File: config.mk
export PLATFORM = sky130hd
export DESIGN_NAME = sd_controller_wb
export DESIGN_NICKNAME = d
export VERILOG_FILES = /design/src/rtl/sd_controller_wb.sv
export SDC_FILE = /design/constraint.sdc
export NUM_CORES = 1
export LEC_CHECK = 0
export BUFFER_PORTS_ARGS = -buffer_cell sky130_fd_sc_hd__buf_2
export CAP_MARGIN = 0
export CORE_MARGIN = 2
export CORE_UTILIZATION = 35
export CTS_BUF_LIST = sky130_fd_sc_hd__clkbuf_8
export DETAILED_ROUTE_END_ITERATION = 7
export PLACE_DENSITY = 0.66
export SETUP_SLACK_MARGIN = 0.5
export SLEW_MARGIN = 20
export SYNTH_ARGS = -nofsm -noshare
export SYNTH_HDL_FRONTEND = slang
export SYNTH_SLANG_ARGS = --single-unit
File: constraint.sdc
create_clock -name wb_clk_i -period 3.44 [get_ports wb_clk_i]
set_input_delay 0.688 -clock wb_clk_i [delete_from_list [all_inputs] [get_ports wb_clk_i]]
set_output_delay 0.688 -clock wb_clk_i [all_outputs]
set_load 0.02 [all_outputs]
File: src/rtl/sd_controller_wb.sv
// Wishbone B3 classic slave register file for the SD card controller.
// Holds command / data-path / DMA configuration, exposes response and
// interrupt-status inputs for readback, and emits single-cycle strobes
// (command start, command/data interrupt clear) on the relevant writes.
//
// Handshake: a request is present while wb_cyc_i & wb_stb_i are high. The
// slave answers with a registered one-cycle wb_ack_o; the access (write
// update, read capture, strobe) happens on the edge that raises ack. A
// master that keeps the request asserted sees a fresh ack every second cycle.
module sd_controller_wb #(
    parameter int CMD_REG_SIZE      = 16,
    parameter int BLKSIZE_W         = 12,
    parameter int BLKCNT_W          = 16,
    parameter int INT_CMD_SIZE      = 5,
    parameter int INT_DATA_SIZE     = 3,
    parameter int RESET_BLOCK_SIZE  = 511,
    parameter int RESET_CLK_DIV     = 0,
    parameter int SUPPLY_VOLTAGE_mV = 3300
) (
    input  logic                     wb_clk_i,
    input  logic                     wb_rst_i,
    input  logic [31:0]              wb_dat_i,
    output logic [31:0]              wb_dat_o,
    input  logic [7:0]               wb_adr_i,
    input  logic [3:0]               wb_sel_i,
    input  logic                     wb_we_i,
    input  logic                     wb_cyc_i,
    input  logic                     wb_stb_i,
    output logic                     wb_ack_o,
    output logic                     cmd_start,
    output logic                     data_int_rst,
    output logic                     cmd_int_rst,
    output logic [31:0]              argument_reg,
    output logic [CMD_REG_SIZE-1:0]  command_reg,
    input  logic [31:0]              response_0_reg,
    input  logic [31:0]              response_1_reg,
    input  logic [31:0]              response_2_reg,
    input  logic [31:0]              response_3_reg,
    output logic                     software_reset_reg,
    output logic [15:0]              timeout_reg,
    output logic [BLKSIZE_W-1:0]     block_size_reg,
    output logic                     controll_setting_reg,
    input  logic [INT_CMD_SIZE-1:0]  cmd_int_status_reg,
    output logic [INT_CMD_SIZE-1:0]  cmd_int_enable_reg,
    output logic [7:0]               clock_divider_reg,
    output logic [BLKCNT_W-1:0]      block_count_reg,
    output logic [31:0]              dma_addr_reg,
    input  logic [INT_DATA_SIZE-1:0] data_int_status_reg,
    output logic [INT_DATA_SIZE-1:0] data_int_enable_reg
);

    localparam logic [7:0] ADR_ARGUMENT   = 8'h00;
    localparam logic [7:0] ADR_COMMAND    = 8'h04;
    localparam logic [7:0] ADR_RESP0      = 8'h08;
    localparam logic [7:0] ADR_RESP1      = 8'h0C;
    localparam logic [7:0] ADR_RESP2      = 8'h10;
    localparam logic [7:0] ADR_RESP3      = 8'h14;
    localparam logic [7:0] ADR_CONTROLLER = 8'h1C;
    localparam logic [7:0] ADR_TIMEOUT    = 8'h20;
    localparam logic [7:0] ADR_CLOCK_D    = 8'h24;
    localparam logic [7:0] ADR_RESET      = 8'h28;
    localparam logic [7:0] ADR_VOLTAGE    = 8'h2C;
    localparam logic [7:0] ADR_CAPA       = 8'h30;
    localparam logic [7:0] ADR_CMD_ISR    = 8'h34;
    localparam logic [7:0] ADR_CMD_ISER   = 8'h38;
    localparam logic [7:0] ADR_DATA_ISR   = 8'h3C;
    localparam logic [7:0] ADR_DATA_ISER  = 8'h40;
    localparam logic [7:0] ADR_BLKSIZE    = 8'h44;
    localparam logic [7:0] ADR_BLKCNT     = 8'h48;
    localparam logic [7:0] ADR_DMA_ADDR   = 8'h60;

    logic        access;
    logic        wr_en;
    logic [31:0] byte_mask;
    logic [31:0] rd_data;

    // Accept a new request only when no ack is outstanding.
    assign access    = wb_cyc_i & wb_stb_i & ~wb_ack_o;
    assign wr_en     = access & wb_we_i;
    assign byte_mask = {{8{wb_sel_i[3]}}, {8{wb_sel_i[2]}},
                        {8{wb_sel_i[1]}}, {8{wb_sel_i[0]}}};

    // Handshake, read-data capture and single-cycle strobes.
    always_ff @(posedge wb_clk_i or negedge wb_rst_i) begin
        if (!wb_rst_i) begin
            wb_ack_o     <= 1'b0;
            wb_dat_o     <= '0;
            cmd_start    <= 1'b0;
            cmd_int_rst  <= 1'b0;
            data_int_rst <= 1'b0;
        end else begin
            wb_ack_o     <= access;
            cmd_start    <= wr_en && (wb_adr_i == ADR_ARGUMENT);
            cmd_int_rst  <= wr_en && (wb_adr_i == ADR_CMD_ISR);
            data_int_rst <= wr_en && (wb_adr_i == ADR_DATA_ISR);
            if (access) begin
                wb_dat_o <= rd_data;
            end
        end
    end

    // Byte-lane gated register writes; RO and unmapped addresses fall through.
    always_ff @(posedge wb_clk_i or negedge wb_rst_i) begin
        if (!wb_rst_i) begin
            argument_reg         <= '0;
            command_reg          <= '0;
            software_reset_reg   <= 1'b0;
            timeout_reg          <= '0;
            block_size_reg       <= BLKSIZE_W'(RESET_BLOCK_SIZE);
            controll_setting_reg <= 1'b0;
            cmd_int_enable_reg   <= '0;
            clock_divider_reg    <= 8'(RESET_CLK_DIV);
            block_count_reg      <= '0;
            dma_addr_reg         <= '0;
            data_int_enable_reg  <= '0;
        end else if (wr_en) begin
            case (wb_adr_i)
                ADR_ARGUMENT:   argument_reg <= (argument_reg & ~byte_mask)
                                              | (wb_dat_i & byte_mask);
                ADR_COMMAND:    command_reg <= (command_reg & ~byte_mask[CMD_REG_SIZE-1:0])
                                             | (wb_dat_i[CMD_REG_SIZE-1:0] & byte_mask[CMD_REG_SIZE-1:0]);
                ADR_CONTROLLER: if (wb_sel_i[0]) controll_setting_reg <= wb_dat_i[0];
                ADR_TIMEOUT:    timeout_reg <= (timeout_reg & ~byte_mask[15:0])
                                             | (wb_dat_i[15:0] & byte_mask[15:0]);
                ADR_CLOCK_D:    if (wb_sel_i[0]) clock_divider_reg <= wb_dat_i[7:0];
                ADR_RESET:      if (wb_sel_i[0]) software_reset_reg <= wb_dat_i[0];
                ADR_CMD_ISER:   if (wb_sel_i[0]) cmd_int_enable_reg <= wb_dat_i[INT_CMD_SIZE-1:0];
                ADR_DATA_ISER:  if (wb_sel_i[0]) data_int_enable_reg <= wb_dat_i[INT_DATA_SIZE-1:0];
                ADR_BLKSIZE:    block_size_reg <= (block_size_reg & ~byte_mask[BLKSIZE_W-1:0])
                                                | (wb_dat_i[BLKSIZE_W-1:0] & byte_mask[BLKSIZE_W-1:0]);
                ADR_BLKCNT:     block_count_reg <= (block_count_reg & ~byte_mask[BLKCNT_W-1:0])
                                                 | (wb_dat_i[BLKCNT_W-1:0] & byte_mask[BLKCNT_W-1:0]);
                ADR_DMA_ADDR:   dma_addr_reg <= (dma_addr_reg & ~byte_mask)
                                              | (wb_dat_i & byte_mask);
                default: ;
            endcase
        end
    end

    // Zero-extended read mux; unmapped addresses read as 0.
    always_comb begin
        rd_data = '0;
        case (wb_adr_i)
            ADR_ARGUMENT:   rd_data = argument_reg;
            ADR_COMMAND:    rd_data[CMD_REG_SIZE-1:0] = command_reg;
            ADR_RESP0:      rd_data = response_0_reg;
            ADR_RESP1:      rd_data = response_1_reg;
            ADR_RESP2:      rd_data = response_2_reg;
            ADR_RESP3:      rd_data = response_3_reg;
            ADR_CONTROLLER: rd_data[0] = controll_setting_reg;
            ADR_TIMEOUT:    rd_data[15:0] = timeout_reg;
            ADR_CLOCK_D:    rd_data[7:0] = clock_divider_reg;
            ADR_RESET:      rd_data[0] = software_reset_reg;
            ADR_VOLTAGE:    rd_data = 32'(SUPPLY_VOLTAGE_mV);
            ADR_CAPA:       rd_data = '0;
            ADR_CMD_ISR:    rd_data[INT_CMD_SIZE-1:0] = cmd_int_status_reg;
            ADR_CMD_ISER:   rd_data[INT_CMD_SIZE-1:0] = cmd_int_enable_reg;
            ADR_DATA_ISR:   rd_data[INT_DATA_SIZE-1:0] = data_int_status_reg;
            ADR_DATA_ISER:  rd_data[INT_DATA_SIZE-1:0] = data_int_enable_reg;
            ADR_BLKSIZE:    rd_data[BLKSIZE_W-1:0] = block_size_reg;
            ADR_BLKCNT:     rd_data[BLKCNT_W-1:0] = block_count_reg;
            ADR_DMA_ADDR:   rd_data = dma_addr_reg;
            default:        rd_data = '0;
        endcase
    end

endmodule

==> reports/results.tsv <==
stage	metric	value	unit
status	status	completed	
grt	total track usage	26.2	%
place	GPL Wtd Cong	0.852	
setup_path	crit end category	register	
cts	TritonCTS Buffers	17	
die	die height	166	um
yosys	top cells by count, synth	169 x dfrtp_1, 136 x mux2_2, 76 x a22oi_1	
yosys	post-synth cell types	65	
grt	Remaining Overflow, GRT	0	
sta	RSZ-0062 raised after global routing	false	
power	Leak	6.25	nW
yosys	Ys Warns	0	
yosys	Synth Flop Type	dfrtp_1	
yosys	syn_area_per_cell	12.4	sq um
die	Initial Util	35.4	%
grt	vias in the first global route	8106	
yosys	register area share after synthesis	48.9	%
setup_path	Crit Path Max Fanout	11	
grt	initial antenna violation count	3	
die	Die ar.	0.0274	sq mm
sta	final count of negative-setup-slack endpoints	0	
setup_path	internal reg-to-reg setup slack	1010	ps
cts	Clk Latency, worst-skew pair	480	ps
layout	final core utilization	45.8	%
yosys	Yosys top cell area share	46.3	%
power	Sw Share	29.5	%
die	num rows	59	
routing	drt drc	0	
sta	Max Freq	0.412	GHz
run	MaxCap Viol Count	0	
cts	clock root cell	clkbuf_8	
sta	Final min period	2430	ps
routing	Starting DRT DRC Count	699	
sta	PnR worst setup slack	1010	ps
cts	post-CTS sizing	0	
die	core area	0.0258	sq mm
sta	Hold WS	152	ps
layout	Antenna Cells	0	
routing	via count	8372	
yosys	Synth area leader	dfrtp_1	
yosys	synthesized area	0.00913	sq mm
yosys	cells after synthesis	738	
cts	Worst-path clk slew	110	ps
power	Reg power frac	51.7	%
sta	Slew Limit Fails	0	
routing	final wirelength	36900	um
cts	Post-CTS Hold Fix Bufs	0	
layout	share of cells above drive strength 1	56.1	%
grt	first-pass GRT wire length	51700	um
layout	Final #Nets	1284	
sta	Worst Skew	14.5	ps
setup_path	Req. time, crit path	3800	ps
setup_path	crit start category	register	
power	Comb power frac	11.2	%
cts	postcts setup bufs	0	
routing	Pre-antenna DRT Iters	5	
power	PD cells	349	mW/mm^2
yosys	number of synthesized register bits	178	
sta	relative slew slack	45.9	%
place	DP HPWL	27400	um
routing	Vias/cell	5.79	
die	Die Wd	166	um
worst_hold_path	Hold Crit Class	input port to async pin	
yosys	Post-synth EDFFs	0	
grt	largest net degree at the start of global routing	68	
power	Pint	0.00292	W
setup_path	Arrival @ worst endpoint	2790	ps
yosys	asr flop ratio synth	100	%
cts	CTS sink count	178	
sta	final hold viol count	0	
cts	CTS tree	done	
cts	H-tree depth	4	
yosys	dominant cells by area after synthesis	dfrtp_1 46%, mux2_2 17%, a22oi_1 6.2%	
yosys	most frequent cell after synthesis	dfrtp_1	
routing	Antenna Nets Post-Route	0	
layout	area grow syn2layout	29.6	%
cts	Clock Path Buffers	2	
place	buffers added on ports	362	
die	IO Pins	363	
power	Clock power frac	37.1	%
sta	worst slew pin tran	812	ps
place	pre-CTS setup slack	515	ps
setup_path	Crit Path Category	register to register	
sta	final setup TNS	0	ps
sta	Period Utilization, post-route	70.6	%
power	worst vdd ir	0.211	mV
power	Sw Pwr	0.00122	W
yosys	synthesized net count	923	
routing	routed length per placed instance	25.5	um
cells by family after synthesis:
kind of cell | count (synthesis) | synth area share [%]
AOI/OAI and AO/OA | 220 | 17.6
DFF | 178 | 48.9
muxes | 160 | 20.5
buffers and inverters | 57 | 3.41
and+or+nand+nor | 122 | 9.41
xor gates and xnor gates | 1 | 0.0959
placed cells by master, fill, tap and decap left out, types with 17 or more instances in the layout:
cell type and instances:
dfrtp_1 169, a22o_1 19, nand2_1 23, mux2_2 136, clkbuf_8 17, o21ai_0 18, a21o_1 18, a31oi_1 20
buf_4 33, buf_2 361, nor2_1 18, a22oi_1 76
worst paths after layout:
| check | start | end | cells past startpoint |
|---|---|---|---|
| setup / recovery | wb_ack_o | register | 5 |
| hold / removal | wb_rst_i | controll_setting_reg | 1 |
| setup reg to reg | wb_ack_o | register | 5 |
| hold reg to reg | wb_dat_o[28] | wb_dat_o[28] | 1 |
| max in group asynchronous | wb_rst_i | async pin | 2 |
| min in group wb_clk_i | wb_dat_i[20] | register | 2 |
per-stage QoR:
step | power, W | cells | area [sq um]
after floorplan | 0.00235 | 738 | 9130
after global placement | 0.00264 | 1415 | 11400
after detailed placement | 0.00264 | 1415 | 11400
after CTS | 0.00418 | 1447 | 11800
after global routing | 0.00430 | 1447 | 11800
final | 0.00413 | 1447 | 11800
routing by layer:
metal  up-vias  global-route usage (%)  share of wire, %
met1      4252                    33.8                41
met2       433                    42.5                47
met3        82                    6.34               7.9
met4         4                    10.1               3.4
met5         -                       0             0.057
li1       3601                       -                 -
area by class of cell:
cell class | instances | area [sq um]
Multi-Input combinational cell | 503 | 4400
Fill cell | 2548 | 14000
Inverter | 1 | 3.75
Timing Repair Buffer | 398 | 2130
Clock inverter | 15 | 189
Tap cell | 335 | 419
Sequential cell | 178 | 4470
Clock buffer | 17 | 234
power by group through the flow:
| stage | sequential (W) | combinational [W] | clock [W] |
|---|---|---|---|
| finish | 0.00214 | 0.000463 | 0.00153 |
| global route | 0.00214 | 0.000494 | 0.00166 |
| detailed placement | 0.00218 | 0.000461 | 0 |
| CTS | 0.00214 | 0.000463 | 0.00158 |
| global placement | 0.00218 | 0.000460 | 0 |
| floorplan | 0.00220 | 0.000148 | 0 |
critical path, stage by stage (launching register included):
cell and delay (ps):
dfrtp_1 380, nand3b_1 240, clkinv_1 90, and3_1 690, nand3_2 500, mux2_2 420
No activity file was read; power rests on OpenSTA's default activity.
